`config.mk`:
```
export PLATFORM = sky130hd
export DESIGN_NAME = fifo_wr_arb_flat
export DESIGN_NICKNAME = d
export VERILOG_FILES = /design/src/rtl/fifo_pkg.sv /design/src/rtl/fifo_wr_arb_if.sv /design/src/rtl/fifo_wr_arb_rr_pick.sv /design/src/rtl/fifo_wr_arb.sv /design/src/flat_wrapper.sv
export SDC_FILE = /design/constraint.sdc
export NUM_CORES = 1
export LEC_CHECK = 0
export ABC_AREA = 1
export CORE_ASPECT_RATIO = 0.7
export CORE_MARGIN = 3
export CORE_UTILIZATION = 40
export CTS_CLUSTER_SIZE = 24
export DETAILED_ROUTE_END_ITERATION = 8
export DONT_BUFFER_PORTS = 1
export GPL_TIMING_DRIVEN = 0
export PLACE_DENSITY = 0.57
export SLEW_MARGIN = 20
export SYNTH_ARGS = -nofsm -noshare
export SYNTH_HDL_FRONTEND = slang
export SYNTH_SLANG_ARGS = --single-unit
```
`constraint.sdc`:
```
create_clock -name clk -period 1.9 [get_ports clk]
set_input_delay 0.38 -clock clk [delete_from_list [all_inputs] [get_ports clk]]
set_output_delay 0.38 -clock clk [all_outputs]
set_load 0.05 [all_outputs]
```
`src/rtl/fifo_pkg.sv`:
```
`default_nettype none
// ============================================================================
// Module   : fifo_pkg
// Brief    : Shared defaults and FSM encodings for the fifo_wr_arb slice.
// Revision : 1.0 - initial release
// ============================================================================
package fifo_pkg;

  localparam int c_DW_DEF    = 8;
  localparam int c_BURST_DEF = 4;

  typedef logic [1:0] state_t;

  localparam logic [1:0] c_IDLE  = 2'd0;
  localparam logic [1:0] c_GRANT = 2'd1;
  localparam logic [1:0] c_STALL = 2'd2;

  // True when the write about to happen is the final one of the grant.
  function automatic logic burst_last(input logic [3:0] cnt, input logic [3:0] limit);
    return (cnt + 4'd1) == limit;
  endfunction

endpackage
`default_nettype wire

```
`src/rtl/fifo_wr_arb_if.sv`:
```
`default_nettype none
// ============================================================================
// Module   : fifo_wr_arb_if
// Brief    : Requester / FIFO-write handshake bundle for fifo_wr_arb.
// Revision : 1.0 - initial release
// ============================================================================
interface fifo_wr_arb_if import fifo_pkg::*; #(
  parameter int DW = c_DW_DEF
) ();

  logic          req0;
  logic          req1;
  logic [DW-1:0] din0;
  logic [DW-1:0] din1;
  logic          ack0;
  logic          ack1;
  logic          fifo_full;
  logic          wr_en;
  logic [DW-1:0] dout;
  logic          gnt_id;
  logic          busy;

  modport slave (
    input  req0, req1, din0, din1, fifo_full,
    output ack0, ack1, wr_en, dout, gnt_id, busy
  );

  modport master (
    output req0, req1, din0, din1, fifo_full,
    input  ack0, ack1, wr_en, dout, gnt_id, busy
  );

endinterface
`default_nettype wire

```
`src/rtl/fifo_wr_arb_rr_pick.sv`:
```
`default_nettype none
// ============================================================================
// Module   : rr_pick
// Brief    : Combinational 2-way round-robin selector; rr names the favoured side.
// Revision : 1.0 - initial release
// ============================================================================
module rr_pick import fifo_pkg::*; (
  input  logic req0,
  input  logic req1,
  input  logic rr,
  output logic owner,
  output logic valid
);

  always_comb begin
    valid = req0 | req1;
    owner = rr ? req1 : ~req0;
  end

endmodule
`default_nettype wire

```
`src/rtl/fifo_wr_arb.sv`:
```
`default_nettype none
// ============================================================================
// Module   : fifo_wr_arb
// Brief    : Two-requester burst arbiter feeding a FIFO write port, one word
//            per two cycles. Optional ACK counters via FIFO_WR_ARB_STATS_EN.
// Revision : 1.0 - initial release
// ============================================================================
module fifo_wr_arb import fifo_pkg::*; #(
  parameter int DW    = c_DW_DEF,
  parameter int BURST = c_BURST_DEF
) (
  input  logic          clk,
  input  logic          rst_n,
  fifo_wr_arb_if.slave  bus
`ifdef FIFO_WR_ARB_STATS_EN
  ,
  output logic [7:0]    cnt0,
  output logic [7:0]    cnt1
`endif
);

  localparam logic [3:0] c_BURST = 4'(BURST);

  state_t        r_state;
  logic          r_rr;
  logic          r_owner;
  logic [3:0]    r_burst;
  logic          r_wr_en;
  logic          r_ack0;
  logic          r_ack1;
  logic [DW-1:0] r_dout;

  logic          w_pick_owner;
  logic          w_pick_valid;
  logic          w_req_own;
  logic [DW-1:0] w_din_own;
  logic          w_write;
  logic          w_last;

  rr_pick u_rr_pick (
    .req0  (bus.req0),
    .req1  (bus.req1),
    .rr    (r_rr),
    .owner (w_pick_owner),
    .valid (w_pick_valid)
  );

  // Gating on r_wr_en enforces a dead cycle after every write, so the
  // FIFO_FULL sampled here always reflects the previous word.
  always_comb begin
    w_req_own = r_owner ? bus.req1 : bus.req0;
    w_din_own = r_owner ? bus.din1 : bus.din0;
    w_write   = (r_state == c_GRANT) && w_req_own && !bus.fifo_full && !r_wr_en;
    w_last    = burst_last(r_burst, c_BURST);
  end

  always_ff @(posedge clk or negedge rst_n) begin
    if (!rst_n) begin
      r_state <= c_IDLE;
      r_rr    <= 1'b0;
      r_owner <= 1'b0;
      r_burst <= 4'd0;
      r_wr_en <= 1'b0;
      r_ack0  <= 1'b0;
      r_ack1  <= 1'b0;
      r_dout  <= '0;
    end else begin
      r_wr_en <= w_write;
      r_ack0  <= w_write && !r_owner;
      r_ack1  <= w_write &&  r_owner;
      if (w_write) begin
        r_dout <= w_din_own;
      end

      case (r_state)
        c_IDLE: begin
          if (w_pick_valid) begin
            r_owner <= w_pick_owner;
            r_burst <= 4'd0;
            r_state <= c_GRANT;
          end
        end
        c_GRANT: begin
          if (!w_req_own) begin
            r_rr    <= ~r_owner;
            r_state <= c_IDLE;
          end else if (bus.fifo_full) begin
            r_state <= c_STALL;
          end else if (w_write) begin
            r_burst <= r_burst + 4'd1;
            if (w_last) begin
              r_rr    <= ~r_owner;
              r_state <= c_IDLE;
            end
          end
        end
        c_STALL: begin
          if (!w_req_own) begin
            r_state <= c_IDLE;
          end else if (!bus.fifo_full) begin
            r_state <= c_GRANT;
          end
        end
        default: r_state <= c_IDLE;
      endcase
    end
  end

  assign bus.wr_en  = r_wr_en;
  assign bus.ack0   = r_ack0;
  assign bus.ack1   = r_ack1;
  assign bus.dout   = r_dout;
  assign bus.gnt_id = r_owner;
  assign bus.busy   = (r_state != c_IDLE);

`ifdef FIFO_WR_ARB_STATS_EN
  logic [7:0] r_cnt0;
  logic [7:0] r_cnt1;

  always_ff @(posedge clk or negedge rst_n) begin
    if (!rst_n) begin
      r_cnt0 <= 8'd0;
      r_cnt1 <= 8'd0;
    end else begin
      if (r_ack0) r_cnt0 <= r_cnt0 + 8'd1;
      if (r_ack1) r_cnt1 <= r_cnt1 + 8'd1;
    end
  end

  assign cnt0 = r_cnt0;
  assign cnt1 = r_cnt1;
`endif

endmodule
`default_nettype wire

```
`src/flat_wrapper.sv`:
```
// flat-port wrapper written by rule: the top's interface ports become plain ports
module fifo_wr_arb_flat import fifo_pkg::*;
#(
  parameter int DW    = c_DW_DEF,
  parameter int BURST = c_BURST_DEF
)
  (clk, rst_n, bus_req0, bus_req1, bus_din0, bus_din1, bus_fifo_full, bus_ack0, bus_ack1, bus_wr_en, bus_dout, bus_gnt_id, bus_busy);
  fifo_wr_arb_if #(.DW(DW)) bus_i ();
  input  logic clk;
  input  logic rst_n;
  input wire logic [$bits(bus_i.req0)-1:0] bus_req0;
  input wire logic [$bits(bus_i.req1)-1:0] bus_req1;
  input wire logic [$bits(bus_i.din0)-1:0] bus_din0;
  input wire logic [$bits(bus_i.din1)-1:0] bus_din1;
  input wire logic [$bits(bus_i.fifo_full)-1:0] bus_fifo_full;
  output wire logic [$bits(bus_i.ack0)-1:0] bus_ack0;
  output wire logic [$bits(bus_i.ack1)-1:0] bus_ack1;
  output wire logic [$bits(bus_i.wr_en)-1:0] bus_wr_en;
  output wire logic [$bits(bus_i.dout)-1:0] bus_dout;
  output wire logic [$bits(bus_i.gnt_id)-1:0] bus_gnt_id;
  output wire logic [$bits(bus_i.busy)-1:0] bus_busy;
  assign bus_i.req0 = bus_req0;
  assign bus_i.req1 = bus_req1;
  assign bus_i.din0 = bus_din0;
  assign bus_i.din1 = bus_din1;
  assign bus_i.fifo_full = bus_fifo_full;
  assign bus_ack0 = bus_i.ack0;
  assign bus_ack1 = bus_i.ack1;
  assign bus_wr_en = bus_i.wr_en;
  assign bus_dout = bus_i.dout;
  assign bus_gnt_id = bus_i.gnt_id;
  assign bus_busy = bus_i.busy;
  fifo_wr_arb #(.DW(DW), .BURST(BURST)) u_core (.clk(clk), .rst_n(rst_n), .bus(bus_i));
endmodule
```
==> impl_metrics.py <==
metrics = {
    "outcome": {
        "status": "finished clean",
    },
    "synth": {
        "syn_inst": 112,
        "yosys_warnings": 0,
        "synth_area_leader_cell": "dfrtp_1",
        "synth_mux_area_frac": 0,
        "synth_fp_nets": 135,
        "synth_seq_cells": 19,
        "synth_area_sq_um": 933,
        "synth-compound-area-share": 0.0536,
        "netlist_top_cells_count": "nand2_1 (42), dfrtp_1 (19), nand3_1 (16)",
        "synth-simple-area-share": 0.343,
        "synth_edf_count": 0,
        "synth-xor-area-share": 0,
        "postSynthAreaPerCell_sq_um": 8.33,
        "synth.most_common_cell": "nand2_1",
        "async_flop_share": 1.00,
        "synth_top_area_frac": 0.509,
        "synthAdderAreaFrac": 0.0268,
        "yosysUniqueCellTypes": 20,
        "synth_top_family_by_area": "simple AND/OR/NAND/NOR gates",
        "synthTopCellsByArea": "dfrtp_1 (51%), nand2_1 (17%), nand3_1 (8.6%), inv_1 (4.4%), ha_1 (2.7%)",
        "ys_seq_area_frac": 0.509,
        "synthFlopType": "dfrtp_1",
    },
    "clocking": {
        "clockBufferDepth": 2,
        "htreeDepth": 1,
        "clock_latency_ns": 0.29,
        "cts_sinks": 19,
        "hold_buffers": 1,
        "post_cts_resized": 0,
        "numCtsBuffers": 3,
        "cts_tree": "yes",
        "clkTransAtPathRegs_ns": 0.10,
        "cts_setup_buffers": 0,
        "cts-root-buf": "clkbuf_4",
    },
    "detailed_routing": {
        "first_iter_violations": 25,
        "dr_wl_met3_um": 119,
        "wl_met2_um": 846,
        "dr.max_layer_used": "met4",
        "vias": 734,
        "drc": 0,
        "viasPerCell": 4.99,
        "post_drt_wl_per_cell_um": 13.1,
        "first_pass_iters": 4,
        "final_antenna_net_count": 0,
        "routed_wl_um": 1930,
        "wl_met1_um": 955,
    },
    "die": {
        "fp-row-count": 13,
        "die_y_um": 46.4,
        "start_util": 0.459,
        "die_area_sq_um": 2960,
        "ioPinCount": 34,
        "core_area_sq_um": 2030,
        "dieWidth_um": 63.7,
    },
    "worst_setup_path": {
        "cp-end-kind": "flop",
        "cp.arrival_ns": 1.97,
        "critPathKind": "reg2reg",
        "required_ns": 2.14,
        "cp-start-kind": "flop",
        "critPathMaxFanout": 9,
    },
    "sta": {
        "hold_slack_ns": 0.202,
        "relSlewSlack": 0.437,
        "rsz0062_at_grt": "false",
        "finalCritPeriodShare": 0.914,
        "drv_slew": 0,
        "fin_setup_tns_ns": 0,
        "max_freq_ghz": 0.576,
        "period_needed_ns": 1.74,
        "clock_skew_ns": 0.00203,
        "finalHoldViolations": 0,
        "worst_pin_slew_ns": 0.841,
        "finalSetupViolations": 0,
    },
    "place": {
        "hpwl_um": 1510,
        "place.gp.congestion": 0.810,
        "numPortBuffers": 0,
    },
    "layout": {
        "drive_above_1_share": 0.0940,
        "antenna_cells": 0,
        "finish.net_count": 141,
        "area_growth_syn_to_layout_pct": 7.91,
        "fillers": 213,
        "fin_util": 0.495,
    },
    "global_routing": {
        "grt_pass1_wl_um": 3230,
        "track_usage": 0.148,
        "grt_pass1_vias": 724,
        "grt_max_degree": 20,
        "antenna_found_initial": 0,
        "gr-total-overflow": 0,
    },
    "power_and_ir_drop": {
        "p_per_area_nw_per_um2": 1730,
        "power.leakage_nw": 0.504,
        "vdd_drop_max_v": 0.000702,
    },
    "flow_run": {
        "drv_cap": 0,
    },
    "hold_path": {
        "worstHoldPathType": "in2reg",
    },
}
-- final timing paths --
| check | to | cells after the start | slack [ns] | startpoint |
|---|---|---|---|---|
| max reg2reg | u_core.bus.dout[2]$_DFFE_PN0P_ | 8 | 0.16 | u_core.bus.gnt_id$_DFFE_PN0P_ |
| min | u_core.bus.dout[3]$_DFFE_PN0P_ | 2 | 0.20 | bus_din0[3] |
| max | u_core.bus.dout[2]$_DFFE_PN0P_ | 8 | 0.16 | u_core.bus.gnt_id$_DFFE_PN0P_ |
| min reg2reg | u_core.r_rr$_DFFE_PN0P_ | 2 | 0.54 | u_core.r_rr$_DFFE_PN0P_ |
| max in group asynchronous | u_core.bus.ack1$_DFF_PN0_ | 1 | 0.76 | rst_n |
| min in group asynchronous | u_core.bus.wr_en$_DFF_PN0_ | 1 | 0.63 | rst_n |
-- layout make-up --
class                      count  area [sq um]  area share
buffer                         1          11.3      0.0112
clock buffer                   4          26.3      0.0261
inverter                      13          51.3      0.0509
multi-input combinational     79           395       0.393
sequential                    19           475       0.472
tap                           30          37.5      0.0373
timing repair buffer           1          10.0     0.00994
-- power breakdown --
| group | internal, mW | switching, mW | leakage [nW] | total, mW |
|---|---|---|---|---|
| sequential | 0.546 | 0.494 | 0.246 | 1.04 |
| clock | 0.0817 | 0.119 | 0.0150 | 0.201 |
| combinational | 0.171 | 0.333 | 0.243 | 0.504 |
-- layer usage --
metal,global-route usage,vias to the layer above
li1,-,369
met1,0.185,342
met2,0.232,21
met3,0.0683,2
met4,0.0429,0
met5,0,-
-- placed cells by master, fill, tap and decap left out --
cell type,instances
ha_1,2
clkbuf_4,3
nand3_1,16
o21ai_0,3
inv_2,1
nand2_1,42
o21ai_1,1
dfrtp_1,19
dlygate4sd3_1,1
inv_4,1
buf_6,1
inv_1,11
nor3_1,1
nand2_4,1
nand2_2,1
clkbuf_1,1
nor2_1,3
a21oi_1,2
o22ai_1,2
nand4_1,1
nor2_4,2
nor2_8,1
o211ai_1,1
-- state kept, by name (all words and copies together), names as in the netlist --
register           count
u_core.bus.dout        8
u_core.r_rr            1
u_core.bus.wr_en       1
u_core.bus.ack0        1
u_core.bus.gnt_id      1
u_core.bus.ack1        1
u_core.r_state         2
u_core.r_burst         4
-- per-stage QoR --
step	instance area, sq um	power (mW)	setup WS, ns	std cells
2_1_floorplan	933	1.44	0.323	112
3_3_place_gp	971	1.54	0.181	142
3_5_place_dp	971	1.55	0.143	142
4_1_cts	1010	1.77	0.133	147
5_1_grt	1010	1.87	0.00407	147
6_report	1010	1.75	0.164	147
-- worst max-delay path, stage by stage (launching register included) --
cell	delay, ns
dfrtp_1	0.76
inv_2	0.14
nand2_2	0.11
nand2_4	0.08
nor2_8	0.14
inv_4	0.08
nor2_4	0.20
nand2_1	0.08
nand3_1	0.09
-- kinds of logic after synthesis --
kind of cell               after synthesis
and+or+nand+nor                         68
DFF                                     19
buffers and inverters                   14
AOI/OAI and AO/OA                        9
adders and majority gates                2
No activity file was read; power rests on OpenSTA's default activity.
